==> src/rtl/perf_mon_pkg.sv <==
// perf_mon_pkg
//   Shared definitions for the pipeline performance monitor: the FSM state
//   encoding, its width, and the upper bound on the number of event channels.
//   Imported by pipeline_perf_monitor and perf_event_counter.
package perf_mon_pkg;

   localparam int STATE_W     = 2;
   localparam int MAX_NUM_EVT = 15;

   typedef enum logic [STATE_W-1:0] {
      ST_IDLE = 2'd0,
      ST_RUN  = 2'd1,
      ST_HALT = 2'd2
   } state_e;

endpackage

==> src/rtl/perf_event_counter.sv <==
// perf_event_counter
//   One CNT_W-bit performance counter with a sticky overflow flag.
//   Build option: PERF_MON_SATURATE_EN
//     defined   - the counter holds at all-ones; a dropped increment sets ovf_o.
//     undefined - the counter wraps modulo 2^CNT_W; the wrap edge sets ovf_o.
// Ports:
//   clk_i  - clock, rising edge
//   rst_i  - asynchronous active-low reset
//   inc_i  - count one on this edge
//   clr_i  - synchronous clear of count and overflow (wins over inc_i)
//   frz_i  - hold the count regardless of inc_i
//   cnt_o  - current count
//   ovf_o  - sticky overflow flag
module perf_event_counter
   import perf_mon_pkg::*;
#(
   parameter int CNT_W = 32
) (
   input  logic             clk_i,
   input  logic             rst_i,
   input  logic             inc_i,
   input  logic             clr_i,
   input  logic             frz_i,
   output logic [CNT_W-1:0] cnt_o,
   output logic             ovf_o
);

   logic [CNT_W-1:0] cnt_q, cnt_d;
   logic             ovf_q, ovf_d;
   logic             at_max;

   assign at_max = &cnt_q;

   always_comb begin
      cnt_d = cnt_q;
      ovf_d = ovf_q;
      if (clr_i) begin
         cnt_d = '0;
         ovf_d = 1'b0;
      end else if (inc_i && !frz_i) begin
`ifdef PERF_MON_SATURATE_EN
         if (at_max) ovf_d = 1'b1;
         else        cnt_d = cnt_q + 1'b1;
`else
         cnt_d = cnt_q + 1'b1;
         if (at_max) ovf_d = 1'b1;
`endif
      end
   end

   always_ff @(posedge clk_i or negedge rst_i) begin
      if (!rst_i) begin
         cnt_q <= '0;
         ovf_q <= 1'b0;
      end else begin
         cnt_q <= cnt_d;
         ovf_q <= ovf_d;
      end
   end

   assign cnt_o = cnt_q;
   assign ovf_o = ovf_q;

endmodule

==> src/rtl/pipeline_perf_monitor.sv <==
// pipeline_perf_monitor
//   Performance monitor for the pipelined CPU: a free-running cycle counter
//   (channel 0) plus NUM_EVT event counters (channels 1..NUM_EVT), an
//   IDLE/RUN/HALT control FSM with an optional cycle-limit halt, a shadow bank
//   loaded under a four-phase snapshot handshake, and a registered read port.
//   Build option: PERF_MON_SATURATE_EN (saturate instead of wrap; handled
//   inside perf_event_counter).
// Ports:
//   clk_i, rst_i   - clock / asynchronous active-low reset
//   start_i        - count enable level (shared with the CPU start)
//   clear_i        - clears live counters and overflow flags, returns to IDLE
//   limit_i        - cycle limit, 0 = unlimited
//   evt_i          - event strobes, bit k feeds channel k+1
//   snap_req_i     - snapshot request; snap_ack_o - acknowledge
//   rd_sel_i       - shadow read index; rd_data_o - registered shadow value
//   ovf_o          - sticky overflow flags, bit 0 = cycle counter
//   state_o        - FSM state; done_o - high while halted
module pipeline_perf_monitor
   import perf_mon_pkg::*;
#(
   parameter  int NUM_EVT = 4,
   parameter  int CNT_W   = 32,
   localparam int SEL_W   = $clog2(NUM_EVT + 1)
) (
   input  logic               clk_i,
   input  logic               rst_i,
   input  logic               start_i,
   input  logic               clear_i,
   input  logic [CNT_W-1:0]   limit_i,
   input  logic [NUM_EVT-1:0] evt_i,
   input  logic               snap_req_i,
   output logic               snap_ack_o,
   input  logic [SEL_W-1:0]   rd_sel_i,
   output logic [CNT_W-1:0]   rd_data_o,
   output logic [NUM_EVT:0]   ovf_o,
   output logic [1:0]         state_o,
   output logic               done_o
);

   localparam logic [SEL_W-1:0] MAX_SEL = SEL_W'(NUM_EVT);

   state_e             state_q, state_d;
   logic               done_q, done_d;
   logic               snap_ack_q, snap_ack_d;
   logic [CNT_W-1:0]   rd_data_q, rd_data_d;
   logic [CNT_W-1:0]   shadow_q [NUM_EVT+1];
   logic [CNT_W-1:0]   shadow_d [NUM_EVT+1];

   logic [CNT_W-1:0]   cnt_w [NUM_EVT+1];
   logic [NUM_EVT:0]   inc_w;
   logic [NUM_EVT:0]   ovf_w;
   logic               cnt_en;
   logic               frz_w;
   logic               capture_w;
   logic [CNT_W-1:0]   cyc_next;
   logic               limit_hit;

   // Counting happens only on RUN edges that still see start_i; the edge that
   // leaves RUN because start_i dropped does not count.
   assign cnt_en = (state_q == ST_RUN) && start_i;
   assign frz_w  = (state_q == ST_HALT);
   assign inc_w  = {evt_i, 1'b1} & {(NUM_EVT + 1){cnt_en}};

   for (genvar gi = 0; gi <= NUM_EVT; gi++) begin : g_cnt
      perf_event_counter #(
         .CNT_W (CNT_W)
      ) u_cnt (
         .clk_i (clk_i),
         .rst_i (rst_i),
         .inc_i (inc_w[gi]),
         .clr_i (clear_i),
         .frz_i (frz_w),
         .cnt_o (cnt_w[gi]),
         .ovf_o (ovf_w[gi])
      );
   end

   // Halt on the edge where the cycle count reaches the limit. A saturated
   // counter yields cyc_next = 0, which never matches a nonzero limit.
   assign cyc_next  = cnt_w[0] + 1'b1;
   assign limit_hit = (limit_i != '0) && (cyc_next == limit_i);

   // A capture needs the acknowledge low, so one request loads the bank once.
   assign capture_w = snap_req_i && !snap_ack_q;

   always_comb begin
      state_d = state_q;
      if (clear_i) begin
         state_d = ST_IDLE;
      end else begin
         case (state_q)
            ST_IDLE: if (start_i) state_d = ST_RUN;
            ST_RUN: begin
               if (!start_i)       state_d = ST_IDLE;
               else if (limit_hit) state_d = ST_HALT;
            end
            ST_HALT: state_d = ST_HALT;
            default: state_d = ST_IDLE;
         endcase
      end
      done_d     = (state_d == ST_HALT);
      snap_ack_d = snap_req_i;
      for (int i = 0; i <= NUM_EVT; i++) begin
         shadow_d[i] = capture_w ? cnt_w[i] : shadow_q[i];
      end
      rd_data_d = (rd_sel_i <= MAX_SEL) ? shadow_q[rd_sel_i] : '0;
   end

   always_ff @(posedge clk_i or negedge rst_i) begin
      if (!rst_i) begin
         state_q    <= ST_IDLE;
         done_q     <= 1'b0;
         snap_ack_q <= 1'b0;
         rd_data_q  <= '0;
         for (int i = 0; i <= NUM_EVT; i++) shadow_q[i] <= '0;
      end else begin
         state_q    <= state_d;
         done_q     <= done_d;
         snap_ack_q <= snap_ack_d;
         rd_data_q  <= rd_data_d;
         for (int i = 0; i <= NUM_EVT; i++) shadow_q[i] <= shadow_d[i];
      end
   end

   assign snap_ack_o = snap_ack_q;
   assign rd_data_o  = rd_data_q;
   assign ovf_o      = ovf_w;
   assign state_o    = state_q;
   assign done_o     = done_q;

endmodule
==> config.mk <==
export PLATFORM = sky130hd
export DESIGN_NAME = pipeline_perf_monitor
export DESIGN_NICKNAME = d
export VERILOG_FILES = /design/src/rtl/perf_mon_pkg.sv /design/src/rtl/perf_event_counter.sv /design/src/rtl/pipeline_perf_monitor.sv
export SDC_FILE = /design/constraint.sdc
export NUM_CORES = 1
export LEC_CHECK = 0
export ABC_AREA = 1
export ABC_CLOCK_PERIOD_IN_PS = 5400
export CAP_MARGIN = 30
export CORE_AREA = 5 5 183 185
export CTS_CLUSTER_DIAMETER = 120
export DETAILED_ROUTE_END_ITERATION = 12
export DIE_AREA = 0 0 188 190
export PLACE_DENSITY_LB_ADDON = 0.08
export SYNTH_ARGS = -nofsm -noshare
export SYNTH_HDL_FRONTEND = slang
export SYNTH_SLANG_ARGS = --single-unit
==> constraint.sdc <==
create_clock -name clk_i -period 5.4 [get_ports clk_i]
set_input_delay 1.08 -clock clk_i [delete_from_list [all_inputs] [get_ports clk_i]]
set_output_delay 1.08 -clock clk_i [all_outputs]
set_load 0.1 [all_outputs]
==> run metrics, run 1 <==
Reg power frac 44.5%; count of input and output buffers 84; unrepaired setup endpoints after global routing no; Int Pwr 0.00462 W; hpwl dp 41,700 um; Max Freq 312 MHz; CTS Hold Bufs 0; antenna cell count 0; synthesis-stage register bit count 361; period utilization 59.4%; CP cell instances clkdlybuf4s50_1; routability congestion estimate 0.960; CP Max Fanout 2; Resized cells post-CTS 0; Initial Utilization 57.5%; post-DR wirelength/cell 19.9 um; highest-delay cell along the critical path clkdlybuf4s50_1; Slowest Stage Delay on Critical Path 1.16 ns; Initial DRC Count 1,496; Worst-Skew Late Latency 0.55 ns; GRT overflow 0; DRC Markers 0; num rows 66; final wirelength 56,000 um; largest net degree at the start of global routing 126; vias in the first global route 15,900; Pre-antenna DRT Iters 7; Clock Tree Buf Depth 3; initial antenna violation count 1; startpoint types flop; most frequent cells in the layout nand2_1 (474), dfrtp_1 (361), o21ai_0 (261), nor2_1 (256), inv_1 (249); Worst Path Buf+Inv 1; critical path required time 4.32 ns; most common cell after layout, fill and taps aside nand2_1; overall power 0.00617 W; synthesis warning total 0; P_sw 0.00155 W; Fillers 2,762; Synth area leaders dfrtp_1 (49%), nand2_1 (9.7%), o21ai_0 (7.1%); Worst Hold Class reg2reg; Seq/Total Area, Yosys 49.3%; clock power share 47.3%; Clock Skews 0.0195 ns; Synth area leader dfrtp_1; CP arrival 2.13 ns; Tot GR Track Use 31.0%; die width 188 um; Final Hold Fails 0; CTS tree done; LEAKAGE 9.18 nW; Area Overhead vs Synth 14.1%; global-route wire length before repair 87,500 um; max cap viols 0; Sw Share 25.1%; design area 20,900 um2; clk slew on worst S/H paths 0.06 ns; Via-to-Cell Ratio 5.84; Post-CTS Setup Inserts 0; Hold WS 0.474 ns; DIE AREA 35,700 um2; placed instance area 19,500 um2; count of final setup violators 0; Die Y-Extent 190 um; CTS Root Cell clkbuf_16; Cells after Synth 2,325; count of final max-slew check failures 0; CP top delay family buffers and inverters; syn nets 2,374; antenna-violating nets left 0; # IOs 85; Setup Crit Path Kind reg2out; post-synthesis cell type count 45; Vias 16,400; clock buffer count from CTS 40; setup TNS 0 ns; Max VDD drop 0.258 mV; H-tree depth 2; power density over the cells 295 nW/um2; synthesized cell area 18,300 um2; final net count 2,423; Comb power frac 8.1%; average cell area after synthesis 7.89 um2; CTS sink count 361; status finished, final reports clean; share of cells above drive strength 1 7.49%; post-synth top area share 49.3%; crit path capture type output port; worst slew pin tran 0.987 ns; core area 31,900 um2; relative slew slack 34.0%; crit path time final 3.21 ns
worst register-to-register path: stages (launching register included):
cell     delay, ns
dfrtp_1       0.42
ha_1          0.21
nand2_2       0.12
nor2_8        0.18
nand2_2       0.10
nor2_2        0.26
nand3_1       0.14
nand3_1       0.24
nand4_1       0.13
nor2_1        0.20
nand2_1       0.08
nor2_1        0.11
nand3_1       0.19
nand2_1       0.12
metrics by stage:
stage	std cells	setup WS [ns]	utilization [%]
floorplan	2325	2.98	-
global placement	2738	1.89	61.1
detailed placement	2740	1.91	61.2
CTS	2812	2.14	65.6
global route	2812	2.14	65.6
finish	2812	2.19	65.6
path summary, 6_finish.rpt:
check                                                     start                                    to  slack, ns  depth (start not counted)
max                            g_cnt[3].u_cnt.ovf_o$_DFFE_PN0P_                              ovf_o[3]       2.19                          1
min                        g_cnt[3].u_cnt.cnt_o[31]$_DFFE_PN0P_  g_cnt[3].u_cnt.cnt_o[31]$_DFFE_PN0P_       0.47                          1
max reg2reg                 g_cnt[0].u_cnt.cnt_o[0]$_DFFE_PN0P_                      done_o$_DFF_PN0_       2.84                         13
min reg2reg                g_cnt[3].u_cnt.cnt_o[31]$_DFFE_PN0P_  g_cnt[3].u_cnt.cnt_o[31]$_DFFE_PN0P_       0.47                          1
max in group asynchronous                                 rst_i  g_cnt[3].u_cnt.cnt_o[23]$_DFFE_PN0P_       3.58                          2
min in group asynchronous                                 rst_i  g_cnt[1].u_cnt.cnt_o[14]$_DFFE_PN0P_       0.65                          1
power groups by stage:
| stage | Clock (W) | Sequential, W | Combinational (W) |
|---|---|---|---|
| final | 0.00292 | 0.00275 | 0.000503 |
| after global routing | 0.00306 | 0.00275 | 0.000540 |
| after CTS | 0.00295 | 0.00275 | 0.000503 |
| after detailed placement | 0 | 0.00279 | 0.000501 |
| after global placement | 0 | 0.00280 | 0.000491 |
| after floorplan | 0 | 0.00292 | 0.000169 |
cells by family (layout without fill, tap and decap cells):
| group | Yosys count | after routing | share of synthesized area, % |
|---|---|---|---|
| simple gates | 1080 | 1080 | 26.3 |
| compound gates | 478 | 478 | 13.9 |
| flops | 361 | 361 | 49.3 |
| buf+inv | 356 | 435 | 7.41 |
| mux | 36 | 36 | 2.21 |
| xor+xnor | 9 | 9 | 0.580 |
| fa+ha+maj | 5 | 5 | 0.341 |
synthesized netlist by cell type, drive strengths merged:
library cell  count
mux2             36
buf              22
nor3b             2
clkinv            5
o21a             13
nand3b            7
a21oi           116
clkbuf           69
nor4             20
o21ai           268
a221oi            1
xor2              7
a31oi             6
a211oi           16
or3b              1
and2              5
o31ai             1
and3              6
nor3             91
inv             260
nand4            34
dfrtp           361
nand2           489
ha                5
nor2            280
nand3           144
or2               1
o211a             1
o22ai            56
xnor3             2
per-layer routing:
| layer | routed length, um | vias to the layer above | GRT usage, % |
|---|---|---|---|
| li1 | - | 7809 | - |
| met1 | 24000 | 7968 | 41.5 |
| met2 | 25800 | 548 | 50.6 |
| met3 | 4220 | 106 | 7.21 |
| met4 | 1980 | 2 | 9.88 |
| met5 | 14 | - | 0 |
cell type report:
class	count	area [um2]	area share, %
timing repair buffer	98	1020	4.87
sequential	361	9030	43.2
inverter	265	996	4.76
multi-input combinational	1608	7960	38.0
clock inverter	20	275	1.32
tap	408	510	2.44
clock buffer	52	1130	5.40
state kept, by name (all words and copies together) (netlist names):
name,flops
state_o,2
shadow_q,160
rd_data_o,32
snap_ack_o,1
g_cnt.u_cnt.cnt_o,160
done_o,1
g_cnt.u_cnt.ovf_o,5
Note: power is estimated with default switching activity, not from simulation.
==> run 2, diff against run 1 <==
- ABC_CLOCK_PERIOD_IN_PS: 5400 -> 2700
- CORE_AREA: 5 5 183 185 -> 5 5 189 191
- DIE_AREA: 0 0 188 190 -> 0 0 194 196
- clock period: 5.4 -> 2.7 ns (I/O delays scaled with it)
==> run 2 against run 1 <==
Net effect:
- worst hold slack worse by 0.0063 ns
- clock power up 84%
- critical path depth up 14
- clock skew down 0.0026 ns
- largest cell class unchanged
==> run metrics, run 2 (same netlist as run 1, synthesis figures left out) <==
setup TNS 0 ns; Worst Hold Class reg2reg; worst slew pin tran 0.593 ns; Pre-antenna DRT Iters 6; CP arrival 2.92 ns; Vias 16,600; most frequent cells in the layout nand2_1 (474), dfrtp_1 (361), o21ai_0 (261), nor2_1 (256), inv_1 (249); startpoint types flop; unrepaired setup endpoints after global routing no; final wirelength 55,800 um; num rows 68; die width 194 um; Hold WS 0.468 ns; status finished, final reports clean; H-tree depth 2; routability congestion estimate 0.978; relative slew slack 60.1%; count of final setup violators 0; max cap viols 0; CTS tree done; crit path capture type flop; Worst-Skew Late Latency 0.57 ns; largest net degree at the start of global routing 75; Tot GR Track Use 29.3%; Die Y-Extent 196 um; vias in the first global route 16,000; Max VDD drop 0.523 mV; crit path time final 2.43 ns; GRT overflow 0; Resized cells post-CTS 0; placed instance area 19,900 um2; design area 21,100 um2; Reg power frac 46.0%; clock buffer count from CTS 40; post-DR wirelength/cell 19.2 um; CTS sink count 361; critical path required time 3.20 ns; DRC Markers 0; Initial DRC Count 1,894; CTS Root Cell clkbuf_16; hpwl dp 42,300 um; # IOs 85; global-route wire length before repair 89,200 um; antenna cell count 0; antenna-violating nets left 0; count of input and output buffers 84; most common cell after layout, fill and taps aside nand2_1; Via-to-Cell Ratio 5.74; count of final max-slew check failures 0; Final Hold Fails 0; Clock Tree Buf Depth 3; period utilization 89.9%; Setup Crit Path Kind reg2reg; initial antenna violation count 1; Sw Share 26.1%; final net count 2,464; P_sw 0.00311 W; share of cells above drive strength 1 10.6%; Int Pwr 0.00880 W; Initial Utilization 54.0%; DIE AREA 38,000 um2; Area Overhead vs Synth 15.3%; LEAKAGE 9.40 nW; clock power share 45.1%; clk slew on worst S/H paths 0.06 ns; CP Max Fanout 9; core area 33,900 um2; Comb power frac 8.9%; power density over the cells 563 nW/um2; Clock Skews 0.0169 ns; Max Freq 412 MHz
==> run 2: changes by cell type in the layout (fill, tap and decap cells not counted), moves of 2 or more <==
cell and change:
buf_4 +74, clkdlybuf4s50_1 -41, buf_12 +8, bufinv_16 -5
clkinv_2 -4, inv_6 +4, clkbuf_8 +2, clkinvlp_4 +2
==> run 2: repair_timing <==
item | in CTS | in global routing
buffers inserted | 0 | 0
endpoints found under the hold margin | 45 | 0
hold buffers | 1 | 0
==> run 2: final timing paths <==
kind	startpoint	to	slack, ns	depth (start not counted)
worst max-delay path	g_cnt[0].u_cnt.cnt_o[0]$_DFFE_PN0P_	done_o$_DFF_PN0_	0.27	15
worst min-delay path	g_cnt[3].u_cnt.cnt_o[31]$_DFFE_PN0P_	g_cnt[3].u_cnt.cnt_o[31]$_DFFE_PN0P_	0.47	1
worst max register to register	g_cnt[0].u_cnt.cnt_o[0]$_DFFE_PN0P_	done_o$_DFF_PN0_	0.27	15
worst min register to register	g_cnt[3].u_cnt.cnt_o[31]$_DFFE_PN0P_	g_cnt[3].u_cnt.cnt_o[31]$_DFFE_PN0P_	0.47	1
max in group asynchronous	rst_i	rd_data_o[9]$_DFF_PN0_	1.45	3
min in group asynchronous	rst_i	g_cnt[1].u_cnt.cnt_o[26]$_DFFE_PN0P_	0.50	2
==> run 2: layout make-up <==
type / instances / area, um2
clock buffers: 54 / 1130
clock inverters: 17 / 148
fillers: 3030 / 12800
inverters: 265 / 996
multi-input cells: 1608 / 7960
flip-flops and latches: 361 / 9030
well taps: 455 / 569
repair buffers: 139 / 1310
==> run 2: critical path: stages, from the launching register on <==
cell and delay (ns):
dfrtp_1 0.41, ha_1 0.21, nand2_2 0.12, nor2_8 0.18, nand2_2 0.11, nor2_4 0.21, nand2_1 0.08, nand2_1 0.09
nand2_1 0.10, nand2_1 0.16, nand4_1 0.11, nor2_1 0.16, nand2_1 0.08, nor2_1 0.08, nand3_1 0.15, nand2_1 0.11
==> run 2: per-stage QoR <==
step | cells | util, % | setup WS [ns] | power [W]
6_report | 2899 | 62.3 | 0.273 | 0.0119
5_1_grt | 2899 | 62.3 | 0.0798 | 0.0123
4_1_cts | 2899 | 62.3 | 0.345 | 0.0120
3_5_place_dp | 2827 | 58.5 | -0.0248 | 0.00663
3_3_place_gp | 2827 | 58.5 | 0.0681 | 0.00663
2_1_floorplan | 2325 | - | 0.275 | 0.00617
==> run 2: per-layer routing <==
layer / part of all wire [%] / vias to the layer above / track usage [%]
met3: 7.0 / 102 / 5.46
met4: 2.6 / 2 / 7.66
met2: 46 / 615 / 46.9
met5: 0.023 / - / 0
li1: - / 7902 / -
met1: 44 / 8020 / 41.6
==> run 2: power groups by stage <==
stage               Combinational, W  Clock, W  Sequential (W)
floorplan                   0.000337         0         0.00584
global placement             0.00106         0         0.00557
detailed placement           0.00106         0         0.00557
CTS                          0.00106   0.00545         0.00547
global route                 0.00114   0.00568         0.00548
finish                       0.00106   0.00537         0.00547
